$ cat src/rtl/rv_shift_fifo_rd.sv
// ----------------------------------------------------------------------------
// rv_shift_fifo_rd
//
// Shift-register FIFO whose read side is a valid/ready handshake. It is the
// reader-side partner of the enable-driven delay-line shift register and sits
// between SIMT pipeline stages where a short, cheap buffer is wanted and the
// downstream stage may stall.
//
// Writes always land in entries[0] and push the older contents up by one
// slot. The oldest word therefore sits at entries[count-1] and is driven
// combinationally on data_out, so a word written in cycle N appears on
// data_out in cycle N+1.
//
// Optional feature (macro RV_SHIFT_FIFO_BYPASS_EN):
//   When defined, an empty FIFO with in_valid = 1 presents data_in on
//   data_out in the same cycle. If the reader takes it, nothing is stored.
//   If the reader stalls, the word is stored as a normal write.
//   When undefined, an empty FIFO always presents out_valid = 0.
//
// Parameters:
//   DATAW   data width in bits
//   DEPTH   number of entries (power of 2, >= 2)
//   DEPTHW  pointer width, $clog2(DEPTH)
//
// Ports:
//   clk        clock
//   reset      synchronous, active-high reset; clears all entries and count
//   in_valid   writer presents data_in
//   in_ready   FIFO can accept a write (= !full)
//   data_in    write data
//   out_valid  data_out holds a valid word (= !empty, or bypass)
//   out_ready  reader accepts data_out this cycle
//   data_out   oldest entry; all zeros when empty (and no bypass)
//   count      occupied entries, 0..DEPTH
//   full       count == DEPTH
//   empty      count == 0
// ----------------------------------------------------------------------------
module rv_shift_fifo_rd #(
  parameter int DATAW  = 8,
  parameter int DEPTH  = 4,
  parameter int DEPTHW = $clog2(DEPTH)
) (
  input  logic              clk,
  input  logic              reset,
  input  logic              in_valid,
  output logic              in_ready,
  input  logic [DATAW-1:0]  data_in,
  output logic              out_valid,
  input  logic              out_ready,
  output logic [DATAW-1:0]  data_out,
  output logic [DEPTHW:0]   count,
  output logic              full,
  output logic              empty
);

  localparam logic [DEPTHW:0] DEPTH_CNT = (DEPTHW+1)'(DEPTH);
  localparam logic [DEPTHW:0] CNT_ONE   = (DEPTHW+1)'(1);

  logic [DATAW-1:0] entries [DEPTH];
  logic [DEPTHW:0]  count_r;
  logic [DATAW-1:0] head_data;

  logic push;   // write handshake completes
  logic pop;    // read handshake completes
  logic store;  // write actually enters the shift register
  logic drain;  // read actually removes a stored entry

  // --------------------------------------------------------------------------
  // Status, all from the count register alone. in_ready deliberately ignores
  // out_ready: a pop while full does not open the write side in that cycle.
  // --------------------------------------------------------------------------
  assign count    = count_r;
  assign full     = (count_r == DEPTH_CNT);
  assign empty    = (count_r == '0);
  assign in_ready = !full;

  // --------------------------------------------------------------------------
  // Head select: entries[count-1], zero when empty. Comparing count against
  // each slot number avoids a wrapping count-1 index when count is zero.
  // --------------------------------------------------------------------------
  always_comb begin
    // NOTE: every always_comb output gets a default first so no path leaves
    // it unassigned; otherwise synthesis infers a latch.
    head_data = '0;
    for (int i = 0; i < DEPTH; i++) begin
      if (count_r == (DEPTHW+1)'(i + 1)) begin
        head_data = entries[i];
      end
    end
  end

  assign push = in_valid & in_ready;
  assign pop  = out_valid & out_ready;

`ifdef RV_SHIFT_FIFO_BYPASS_EN
  // Fall-through: an empty FIFO forwards the incoming word directly. A word
  // consumed this way never touches storage or count.
  logic bypass;

  assign bypass    = empty & in_valid;
  assign out_valid = !empty | in_valid;
  assign data_out  = bypass ? data_in : head_data;
  assign store     = push & !(bypass & out_ready);
  assign drain     = pop & !bypass;
`else
  assign out_valid = !empty;
  assign data_out  = head_data;
  assign store     = push;
  assign drain     = pop;
`endif

  // --------------------------------------------------------------------------
  // Shift storage. On a write every slot moves up one; when a read happens
  // in the same cycle the oldest word is shifted to index count and simply
  // falls outside the occupied range.
  // --------------------------------------------------------------------------
  always_ff @(posedge clk) begin
    if (reset) begin
      // NOTE: the storage array is cleared on reset because data_out must
      // read as zero after reset; a plain RAM-style buffer would skip this.
      for (int i = 0; i < DEPTH; i++) begin
        entries[i] <= '0;
      end
    end else if (store) begin
      // NOTE: non-blocking assignments let every slot read its neighbour's
      // old value, which is what makes this a shift rather than a smear.
      entries[0] <= data_in;
      for (int i = 1; i < DEPTH; i++) begin
        entries[i] <= entries[i-1];
      end
    end
  end

  // --------------------------------------------------------------------------
  // Occupancy. store implies !full and drain implies !empty, so count can
  // neither overflow nor underflow.
  // --------------------------------------------------------------------------
  always_ff @(posedge clk) begin
    if (reset) begin
      count_r <= '0;
    end else begin
      case ({store, drain})
        2'b10:   count_r <= count_r + CNT_ONE;
        2'b01:   count_r <= count_r - CNT_ONE;
        default: count_r <= count_r;
      endcase
    end
  end

endmodule

$ cat config.mk
export PLATFORM = sky130hd
export DESIGN_NAME = rv_shift_fifo_rd
export DESIGN_NICKNAME = d
export VERILOG_FILES = /design/src/rtl/rv_shift_fifo_rd.sv
export SDC_FILE = /design/constraint.sdc
export NUM_CORES = 1
export LEC_CHECK = 0
export CORE_ASPECT_RATIO = 1.1
export CORE_MARGIN = 2
export CORE_UTILIZATION = 50
export CTS_BUF_LIST = sky130_fd_sc_hd__clkbuf_2
export DETAILED_ROUTE_END_ITERATION = 7
export GPL_TIMING_DRIVEN = 1
export PLACE_DENSITY_LB_ADDON = 0.1
export SETUP_SLACK_MARGIN = 0.02
export SYNTH_ARGS = -nofsm -noshare
export SYNTH_HDL_FRONTEND = slang
export SYNTH_SLANG_ARGS = --single-unit
$ cat constraint.sdc
create_clock -name clk -period 4.9 [get_ports clk]
set_clock_uncertainty 0.05 [all_clocks]
set_input_delay 1.225 -clock clk [delete_from_list [all_inputs] [get_ports clk]]
set_output_delay 1.225 -clock clk [all_outputs]
set_load 0.02 [all_outputs]
== Word level (Yosys, flattened, before mapping) ==
Memory sizes are Yosys's and may differ from the RTL's.
Cells that the tools add are included.

* Div/mod/pow operators: 0
* $mul: 0
* Shift operators: 0
* Magnitude comparators: 0
* Reductions and logical operators: 4
* Bitwise gates (word level): 6
* Multiplexer cells: 14
* Add/subtract/negate cells: 2
* Equal/unequal tests: 6

{| class="wikitable"
|+ Operator list
! operator !! count
|-
| $mux 8 || 8
|-
| $eq 3x2->1 const B || 2
|-
| $pmux 3 s2 || 1
|-
| $mux 1 || 5
|-
| $or 1x1->1 || 4
|-
| $add 3x1->3 const B || 1
|-
| $eq 3x1->1 const B || 1
|-
| $eq 3x3->1 const B || 1
|-
| $logic_not 3->1 || 1
|-
| $sub 3x1->3 const B || 1
|-
| $and 1x1->1 || 2
|-
| $eq 2x1->1 const B || 1
|-
| $eq 2x2->1 const B || 1
|-
| $logic_not 1->1 || 2
|-
| $reduce_bool 2->1 || 1
|}

* Register bits: 3
* Bits in latches: 0
* Bits of input ports: 12
* Output and inout bits: 15
* Bits in writable memories: 32
* Memories: 1
* ROM bits: 0

{| class="wikitable"
|+ Memory list
! name !! words !! width !! read ports !! clocked after Yosys merged registers in !! write ports !! line !! RTL
|-
| entries || 4 || 8 || 4 || 0 || 4 || 59 || <nowiki>logic [DATAW-1:0] entries [DEPTH];</nowiki>
|}

== Longest topological paths before layout ==
Gate-level depths: netlist of the first run.

* Word-level depth: 7
* Mapped depth: 9
* Gate-level depth less buffers: 9

== Worst setup path before layout of the first run ==
OpenSTA, ideal clock, no wires.

* Path type: register -> output
* Start: register count_r[2] (netlist: count[2])
* End: output data_out[0]
* Slack: 1.747 ns
* Path buffers: 2
* Arrival time: 1.878 ns
* Stages on the path, launching flop included: 8
* Path through: dfxtp_1 -> buf_6 -> inv_1 -> ha_1 -> buf_2 -> nor4b_4 -> a22oi_1 -> a31oi_1

* Cells in the longest elaborated chain, start to end: 5
* Elaborated cells on any way between the ends: 8

{| class="wikitable"
|+ Ends and longest elaborated chain
! what !! line !! RTL
|-
| from (decl) || 60 || <nowiki>logic [DEPTHW:0] count_r;</nowiki>
|-
| from (signal assigned) || 143 || <nowiki>2'b10: count_r <= count_r + CNT_ONE;</nowiki>
|-
| from (signal assigned) || 144 || <nowiki>2'b01: count_r <= count_r - CNT_ONE;</nowiki>
|-
| from (signal assigned) || 145 || <nowiki>default: count_r <= count_r;</nowiki>
|-
| $eq 3x1->1 || 86 || <nowiki>if (count_r == (DEPTHW+1)'(i + 1)) begin</nowiki>
|-
| $mux 8 (3 in a row) || 86 ||
|-
| $mux 8 * || 86 ||
|-
| to (decl) || 50 || <nowiki>output logic [DATAW-1:0] data_out,</nowiki>
|}

Every way passes the cells marked *; elsewhere a longest branch is shown, timed or not.

== Worst setup path after layout of the first run ==
Ends and elaborated chain as after synthesis.

==> results of run 1 <==
[power by group]
group / total [W] / internal, W / leakage (nW) / switching, W
Sequential: 0.000402 / 0.000373 / 0.378 / 0.0000282
Combinational: 0.000374 / 0.000168 / 0.375 / 0.000206
Clock: 0.000129 / 0.0000390 / 0.0330 / 0.0000900
Total: 0.000904 / 0.000580 / 0.786 / 0.000324
[placed cells by master, fill, tap and decap left out, types with 2 or more instances in the layout]
cell	n
edfxtp_1	32
nand2_1	10
dfxtp_1	3
xor2_1	2
a31oi_1	9
inv_1	5
clkbuf_2	7
a22oi_1	8
nor2_1	11
ha_1	7
clkdlybuf4s50_1	26
nor2b_1	2
and2_1	32
[per-stage QoR]
step                total power [W]  worst slack [ns]  area (um2)
global route              0.0009649            0.4054        1992
global placement          0.0007755             1.214        1952
CTS                       0.0009127            0.6609        1992
floorplan                 0.0006328             1.747        1672
detailed placement        0.0007859             1.097        1952
finish                    0.0009044            0.6794        1992
[per-layer routing]
layer | global-route usage [%] | up-vias
met2 | 26.94 | 29
met1 | 24.14 | 491
met4 | 8.523 | 0
li1 | - | 534
met3 | 4.192 | 4
met5 | 0 | -
[cells by family after synthesis]
kind of cell               count (synthesis)  synth area share [%]
AOI/OAI and AO/OA                         21                 8.607
xor gates and xnor gates                   2                 1.048
adders and majority gates                  7                 5.239
buffers and inverters                     11                 3.069
DFF                                       35                 61.08
and+or+nand+nor                           60                 20.96
[worst min-delay path by stage]
| stage | slack, ns | endpoint | start | cells after the start |
|---|---|---|---|---|
| floorplan | 0.47 | entries[0][16] | entries[0][8] | 1 |
| global placement | 0.48 | entries[0][22] | entries[0][14] | 1 |
| detailed placement | 0.49 | entries[0][22] | entries[0][14] | 1 |
| CTS | 0.52 | entries[0][22] | entries[0][14] | 1 |
| global route | 0.54 | entries[0][27] | entries[0][19] | 1 |
| finish | 0.53 | entries[0][24] | entries[0][16] | 1 |
[state kept, by name, summed over array words and instances, names as in the netlist]
signal	flops
entries	32
count	3
[area by class of cell]
class | instances | area [um2] | share of cell area (%)
clock inverters | 1 | 5.005 | 0.2513
clock buffers | 7 | 35.03 | 1.759
multi-input cells | 90 | 599.3 | 30.09
well taps | 36 | 45.04 | 2.261
flip-flops and latches | 35 | 1021 | 51.26
inverters | 5 | 18.77 | 0.9422
repair buffers | 27 | 267.8 | 13.44
[worst max-delay path: stages, from the launching register on]
cell             delay, ns
dfxtp_1               0.54
inv_1                 0.11
ha_1                  0.38
nor3b_2               0.56
nand2_1               0.12
a31oi_1               0.24
clkdlybuf4s50_1       0.64
==> impl_metrics.toml, run 1 <==
[outcome]
outcome = "finished clean"

[global_routing]
grt_overflow = 0
grt_pass1_vias = 1046
grt_util_all_layers_pct = 17.87
grt_max_degree = 33
antenna_found_initial = 0
grt_pass1_wl_um = 4995

[placement]
gp_congestion = 0.7746
place_hpwl_um = 1994
portBuffers = 26
dp.cells = 193

[synthesis]
syn-num-nets = 155
yosys-top-cells-area = "edfxtp_1 57%, and2_1 12%, ha_1 5.2%, dfxtp_1 3.6%, a22oi_1 3.6%"
yosys.area.top_type = "edfxtp_1"
yosysSeqAreaShare_pct = 61.08
syn_inst = 136
ys.flop_type = "edfxtp_1"
netlist_area_um2 = 1672
async_flop_share_pct = 0
synth-seq-cells = 35
synth_top_area_share_pct = 57.49
synth_edf_count = 32
yosysUniqueCellTypes = 23
synth_common_cells = "32 x and2_1, 32 x edfxtp_1, 11 x nor2_1"
avgSynthCellArea_um2 = 12.29
yosysWarningCount = 0

[critical_path]
worstSetupStartpoint = "count[2]"
r2r-end = "entries[0][16]"
worstPathRequired_ns = 3.62
reg2reg_slack_ns = 2.67
end_kind = "output pin"
r2r_cells = 5
cp-endpoint = "data_out[0]"
critPathLaunchType = "flip-flop"
critPathMaxFanout = 10
reg2reg_from = "count[0]"
crit_type = "flip-flop to output pin"
cp.arrival_ns = 2.95

[timing]
finalCriticalPeriod_ns = 4.221
fmax_mhz = 236.9
rsz0062_at_grt = "false"
hold_ws_ns = 0.5297
fin_tns_setup_ns = 0
fin_crit_sh_pct = 86.14
setup_viol = 0
tightest_slew_ns = 0.5859
max_slew_margin_pct = 60.77
finalHoldViolCount = 0
final-max-slew-violation-count = 0

[clock_tree]
cts_tree = "done"
post_cts_buffers = 0
clock_latency_ns = 0.36
htree_levels = 2
clk_pin_slew_ns = 0.16
cts_made_buffers = 5
cts_resized = 0
cts.sinks = 35
clk_path_buf_depth = 2
cts-root-buf = "clkbuf_2"
hold_buffers = 0

[drt]
final_antenna_net_count = 0
met3WireLength_um = 139
routed_wl_um = 2907
routedWlPerCell_um = 14.46
viasPerCell = 5.264
drt_iter0_drc = 41
dr.pass1.iters = 4
drt-met1-wl_um = 1277
vias = 1058
routed.top_layer = "met4"
drc = 0
wl_met2_um = 1458

[cells_and_area]
antennaDiodeCount = 0
instances_no_fill = 201
drive_gt1_share_pct = 7.879
nets = 183
area_growth_syn_to_layout_pct = 19.16
fillCellCount = 279
finalCoreUtilization_pct = 60.81

[power]
ir_worst_vdd_v = 0.0003032
p_leak_nw = 0.7864
power_density_nw_per_um2 = 454.0

[flow_run]
cap_violations = 0

[die]
io_pins = 27
core_area_um2 = 3276
rows = 22
start_util_pct = 51.03
die-area_um2 = 3822
die_w_um = 59.13
die_h_um = 64.64

[min_path]
hold_class = "flip-flop to flip-flop"
Note: power is estimated with default switching activity, not from simulation.
==> run 2: changes to the inputs <==
Settings changed: DONT_BUFFER_PORTS set to 1, HOLD_SLACK_MARGIN set to 0.05, SKIP_LAST_GASP set to 1.
==> run 2 against run 1 <==
Against the previous run: via count shrank 11%; final area shrank 13%; sequential share of layout area grew 7.6 points; power shrank 11%; sequential power grew 3%; routed wire length shrank 6.7%; combinational power shrank 32%; largest cell class unchanged; fmax grew 5.8%; critical path type unchanged; worst hold slack is essentially flat; global-route usage shrank 1.4 points; critical path depth shrank 1.
==> impl_metrics.toml, run 2 (synthesis results as in run 1) <==
[drt]
drt_iter0_drc = 43
final_antenna_net_count = 0
routedWlPerCell_um = 15.49
drc = 0
viasPerCell = 5.377
vias = 941
dr.pass1.iters = 4
routed_wl_um = 2711

[die]
rows = 22
start_util_pct = 51.03
core_area_um2 = 3276
die-area_um2 = 3822
die_w_um = 59.13
io_pins = 27
die_h_um = 64.64

[clock_tree]
cts.sinks = 35
cts-root-buf = "clkbuf_2"
cts_tree = "done"
htree_levels = 2
hold_buffers = 0
clk_path_buf_depth = 2
cts_made_buffers = 5
clock_latency_ns = 0.37
cts_resized = 0
clk_pin_slew_ns = 0.18
post_cts_buffers = 0

[timing]
final-max-slew-violation-count = 0
finalHoldViolCount = 0
finalCriticalPeriod_ns = 3.991
max_slew_margin_pct = 49.97
rsz0062_at_grt = "false"
fmax_mhz = 250.6
fin_crit_sh_pct = 81.44
tightest_slew_ns = 0.7487
fin_tns_setup_ns = 0
setup_viol = 0

[critical_path]
end_kind = "output pin"
crit_type = "flip-flop to output pin"
critPathLaunchType = "flip-flop"
critPathMaxFanout = 10
reg2reg_slack_ns = 2.57
cp.arrival_ns = 2.72
worstPathRequired_ns = 3.62

[cells_and_area]
largest_reg_flops = 32
final_cell_mix = "32 x and2_1, 32 x edfxtp_1, 11 x nor2_1"
antennaDiodeCount = 0
drive_gt1_share_pct = 9.353
largest-register = "entries"
area_growth_syn_to_layout_pct = 3.742
nets = 157
instances_no_fill = 175

[global_routing]
grt_max_degree = 33
grt_overflow = 0
grt_pass1_wl_um = 4512
grt_util_all_layers_pct = 16.42
grt_pass1_vias = 935
antenna_found_initial = 0

[placement]
portBuffers = 0
gp_congestion = 0.7430
place_hpwl_um = 1775
dp.cells = 167

[min_path]
hold_class = "flip-flop to flip-flop"

[flow_run]
cap_violations = 0

[power]
p_leak_nw = 0.6850
ir_worst_vdd_v = 0.0002808
power_density_nw_per_um2 = 462.0

[outcome]
outcome = "finished clean"
[run 2: cell count changes in the layout (fill, tap and decap cells not counted), sizes merged]
cell,change
clkinvlp,+1
clkbuf,-1
clkdlybuf4s50,-26
[run 2: power breakdown]
part           switching (W)  internal [W]
clock network      0.0000981     0.0000364
registers          0.0000397      0.000373
logic               0.000179     0.0000744
[run 2: worst paths after layout]
check	from	cells past startpoint	to
worst min register to register	entries[0][8]	1	entries[0][16]
worst min-delay path	entries[0][8]	1	entries[0][16]
worst max-delay path	count[2]	5	data_out[0]
worst max register to register	count[0]	9	count[2]
[run 2: per-stage QoR]
| stage | total power (W) | instance area (um2) | setup WS (ns) | utilization [%] | hold WS (ns) |
|---|---|---|---|---|---|
| floorplan | 0.0006328 | 1672 | 1.747 | - | 0.4744 |
| global placement | 0.0006700 | 1692 | 1.396 | 51.64 | 0.4803 |
| detailed placement | 0.0006770 | 1692 | 1.330 | 51.64 | 0.4953 |
| CTS | 0.0008104 | 1734 | 0.8677 | 52.94 | 0.5267 |
| global route | 0.0008514 | 1734 | 0.6426 | 52.94 | 0.5518 |
| finish | 0.0008011 | 1734 | 0.9093 | 52.94 | 0.5297 |
[run 2: area by class of cell]
type | count | area, um2
repair buffers | 1 | 7.507
multi-input cells | 90 | 599.3
clock buffers | 6 | 30.03
well taps | 36 | 45.04
clock inverters | 2 | 12.51
fillers | 306 | 1541
flip-flops and latches | 35 | 1021
inverters | 5 | 18.77
[run 2: routing by layer]
layer / vias up / wire (um) / track usage, %
li1: 479 / - / -
met1: 438 / 1249 / 19.95
met2: 22 / 1282 / 25.00
met3: 2 / 152 / 6.387
met4: 0 / 27 / 8.523
met5: - / 0 / 0
[run 2: critical path: stages (launching register included)]
cell and delay [ns]:
dfxtp_1 0.65, inv_1 0.12, ha_1 0.38, nor3b_2 0.58, nand2_1 0.11, a31oi_1 0.51
